**config.mk**
```make
export PLATFORM = sky130hd
export DESIGN_NAME = input_debounce
export DESIGN_NICKNAME = d
export VERILOG_FILES = /design/src/rtl/input_debounce.sv
export SDC_FILE = /design/constraint.sdc
export NUM_CORES = 1
export LEC_CHECK = 0
export CAP_MARGIN = 20
export CELL_PAD_IN_SITES_DETAIL_PLACEMENT = 0
export CELL_PAD_IN_SITES_GLOBAL_PLACEMENT = 2
export CORE_MARGIN = 4
export CORE_UTILIZATION = 36
export DETAILED_ROUTE_END_ITERATION = 8
export GPL_TIMING_DRIVEN = 1
export PLACE_DENSITY_LB_ADDON = 0.12
export SLEW_MARGIN = 30
export SYNTH_ARGS = -nofsm -noshare
export SYNTH_HDL_FRONTEND = slang
export SYNTH_SLANG_ARGS = --single-unit
```
**constraint.sdc**
```tcl
create_clock -name clk -period 2.89 [get_ports clk]
set_clock_uncertainty 0.15 [all_clocks]
set_input_delay 0.578 -clock clk [delete_from_list [all_inputs] [get_ports clk]]
set_output_delay 0.578 -clock clk [all_outputs]
set_load 0.02 [all_outputs]
```
**src/rtl/input_debounce.sv**
```systemverilog
// Multi-channel pin conditioner: synchroniser, bounce-rejecting stability counter, clean level and edge strobes.
// Define DEBOUNCE_SYNC_EN for a two-flop synchroniser; otherwise a single capture register is used.
module input_debounce #(
  parameter int CHANNELS      = 2,
  parameter int STABLE_CYCLES = 16,
  parameter int CNT_WIDTH     = $clog2(STABLE_CYCLES + 1)
) (
  input  logic                clk,
  input  logic                reset,
  input  logic                sample_en,
  input  logic [CHANNELS-1:0] raw,
  output logic [CHANNELS-1:0] clean,
  output logic [CHANNELS-1:0] rise,
  output logic [CHANNELS-1:0] fall,
  output logic                changed
);

  localparam logic [CNT_WIDTH-1:0] CNT_LAST = CNT_WIDTH'(STABLE_CYCLES - 1);

  logic [CHANNELS-1:0]  r_s;
  logic [CHANNELS-1:0]  r_clean;
  logic [CHANNELS-1:0]  r_rise;
  logic [CHANNELS-1:0]  r_fall;
  logic                 r_changed;
  logic [CNT_WIDTH-1:0] r_cnt [CHANNELS];
  logic [CHANNELS-1:0]  w_diff;
  logic [CHANNELS-1:0]  w_done;

  // Stage 1: bring the pins into the clk domain
`ifdef DEBOUNCE_SYNC_EN
  logic [CHANNELS-1:0] r_s1;

  always_ff @(posedge clk) begin
    if (reset) begin
      r_s1 <= '0;
      r_s  <= '0;
    end else begin
      r_s1 <= raw;
      r_s  <= r_s1;
    end
  end
`else
  always_ff @(posedge clk) begin
    if (reset) r_s <= '0;
    else       r_s <= raw;
  end
`endif

  // Stage 2: stability counting against the current clean level
  assign w_diff = r_s ^ r_clean;

  always_comb begin
    w_done = '0;
    for (int i = 0; i < CHANNELS; i++)
      w_done[i] = w_diff[i] & sample_en & (r_cnt[i] == CNT_LAST);
  end

  always_ff @(posedge clk) begin
    if (reset) begin
      for (int i = 0; i < CHANNELS; i++) r_cnt[i] <= '0;
      r_clean   <= '0;
      r_rise    <= '0;
      r_fall    <= '0;
      r_changed <= 1'b0;
    end else begin
      // A sample matching clean restarts the count from zero, rejecting glitches
      for (int i = 0; i < CHANNELS; i++) begin
        if (!w_diff[i] || w_done[i]) r_cnt[i] <= '0;
        else if (sample_en)          r_cnt[i] <= r_cnt[i] + CNT_WIDTH'(1);
      end
      r_clean   <= r_clean ^ w_done;
      r_rise    <= w_done & r_s;
      r_fall    <= w_done & ~r_s;
      r_changed <= |w_done;
    end
  end

  assign clean   = r_clean;
  assign rise    = r_rise;
  assign fall    = r_fall;
  assign changed = r_changed;

endmodule

```
==> metrics.txt <==
outcome=complete, no violations; Cells after Synth=69; Post-Route Utilization=a little under half; Synthesis Warnings=0; Rows=16; Max Slew Vio Count=0; area of the die=about 3100 um2; largest net degree at the start of global routing=12; leak pwr=a little under 0.0004 uW; XOR/XNOR Fraction of Synth Area=8.29%; Remaining DRCs=0; Syn Area/Cell=11.8 um2; clock tree buffer depth=2; Total GRT Usage=8.61%; commonest non-fill, non-tap cell in the layout=nor2_1; Startpoint Class=flop; initial antenna violation count=0; vias in the first global route=about 500; RSZ-0062 raised after global routing=false; Cell Pwr Density=449 nW/um2; Routed WL=1190 um; Final ANT Viol Nets=0; Vias=502; # Post-CTS Setup Buffers=0; fmax=474 MHz; Worst-Margin Slew=0.221 ns; Port Buf Inserts=11; Compound-Gate Fraction of Synth Area=0.922%; Max Cap Violations=0; critical-path cell list=clkdlybuf4s50_1; fin crit share=between 70 and 80%; CTS Buf Count=3; max_slew headroom=roughly 85%; die height=55.6 um; CTS root buf=clkbuf_4; crit-path max cell delay=0.65 ns; kind of critical path=reg -> out; via/cell ratio=between 4 and 5; io pins=12; fin crit period=2.11 ns; CTS tree=yes; final net count=94; WP buf/inv=1; Post-Syn Area=815 um2; Clock Latency Late Sink=0.29 ns; first-pass iteration count of the detailed router=4; Worst EP arrival=about 1.4 ns; post-detail-place hpwl=about 930 um; setup_tns=0 ns; gpl congestion=0.672; H-tree depth=1; final hold violation count=0; most frequent cells in the layout=nor2_1, clkdlybuf4s50_1, edfxtp_1; clock slew at reported path FFs=0.11 ns; Overall Power=roughly 440 uW; HP Class=reg -> reg; hold bufs inserted after CTS=0; ANT cells=0; Synth cell types=17; share of cells above drive strength 1=10.7%; Worst path slowest cell=clkdlybuf4s50_1; final global-route overflow total=0; peak fanout along the critical path=5; fill count=roughly 200; CTS Sinks=19; Setup crit end kind=output port; post-synthesis sequential area ratio=between 50 and 60%; Synth Area in Simple Gates=between 20% and 30%; Core Region=2060 um2; Initial Util=39.5%; first-pass GRT wire length=2040 um; crit-path leading delay family=buffers and inverters; Synth Area in Adders=just over 6%; number of synthesized register bits=19; FF-to-FF setup slack=1.13 ns; largest family of logic cells by synthesized area=simple AND/OR/NAND/NOR gates; Layout area overhead=21.0%; DR WL/cell=between 10 and 15 um; Finished Cell Area=986 um2; Worst Path Required=roughly 2.2 ns; mux contribution to synthesized area=under 10%; Die Span X=55.6 um; Final setup viols=0; Syn Nets=between 70 and 80; Max VDD drop=slightly above 0.3 mV; DR iter-0 viols=9; dpl cell area=958 um2; cts repair resizes=0
==> logic make-up (layout without fill, tap and decap cells) <==
logic type / count (synthesis) / count (layout)
xor+xnor: 6 / 6
mux: 2 / 2
simple gates: 33 / 33
flops: 19 / 19
buf+inv: 4 / 19
compound gates: 1 / 1
fa+ha+maj: 4 / 4
==> layout make-up <==
class / instances / area [um2] / share of cell area [%]
repair buffers: 11 / 110 / 11.2
multi-input cells: 46 / 319 / 32.4
well taps: 27 / 33.8 / 3.43
flip-flops and latches: 19 / 480 / 48.7
clock inverters: 1 / 5.00 / 0.508
inverters: 4 / 15.0 / 1.52
clock buffers: 3 / 22.5 / 2.28
==> Yosys cell counts, drive strengths merged <==
cell	number	area, um2
a22oi	1	7.51
and2b	1	8.76
and3	2	12.5
dfxtp	9	180
edfxtp	10	300
ha	4	50.1
inv	4	15.0
mux2i	2	20.0
nand2	6	22.5
nand3	2	10.0
nand3b	2	22.5
nor2	13	48.8
nor2b	3	18.8
nor3b	4	30.0
xnor2	2	17.5
xor2	4	50.1
==> through the flow <==
stage	setup slack [ns]	std cells	hold WS (ns)
after detailed placement	0.853	107	0.369
after CTS	0.762	111	0.386
final	0.782	111	0.381
after floorplan	1.27	69	0.337
after global placement	0.861	107	0.364
after global routing	0.707	111	0.428
==> sequential cells by signal, summed over array words and instances (netlist names) <==
signal	cells
changed	1
clean	2
fall	2
r_cnt	10
r_s	2
rise	2
==> layer usage <==
metal / up-vias / track usage [%] / wire length, um
met2: 12 / 13.3 / 513
li1: 258 / - / -
met3: 5 / 2.80 / 88
met1: 227 / 9.86 / 552
met4: 0 / 6.25 / 33
met5: - / 0 / 0
==> worst paths after layout <==
path	startpoint	end	depth (start not counted)
max	clean[1]	clean[1]	1
min	r_s[0]	fall[0]	1
max reg2reg	r_cnt[0][0]	r_cnt[0][4]	5
min reg2reg	r_s[0]	fall[0]	1
==> power breakdown <==
group | total (uW) | switching, uW | internal, uW
registers | 294 | 5.07 | 288
clock network | 129 | 77.5 | 51.5
logic | 20.4 | 9.47 | 10.9
total | 443 | 92.1 | 351
Note: power is estimated with default switching activity, not from simulation.
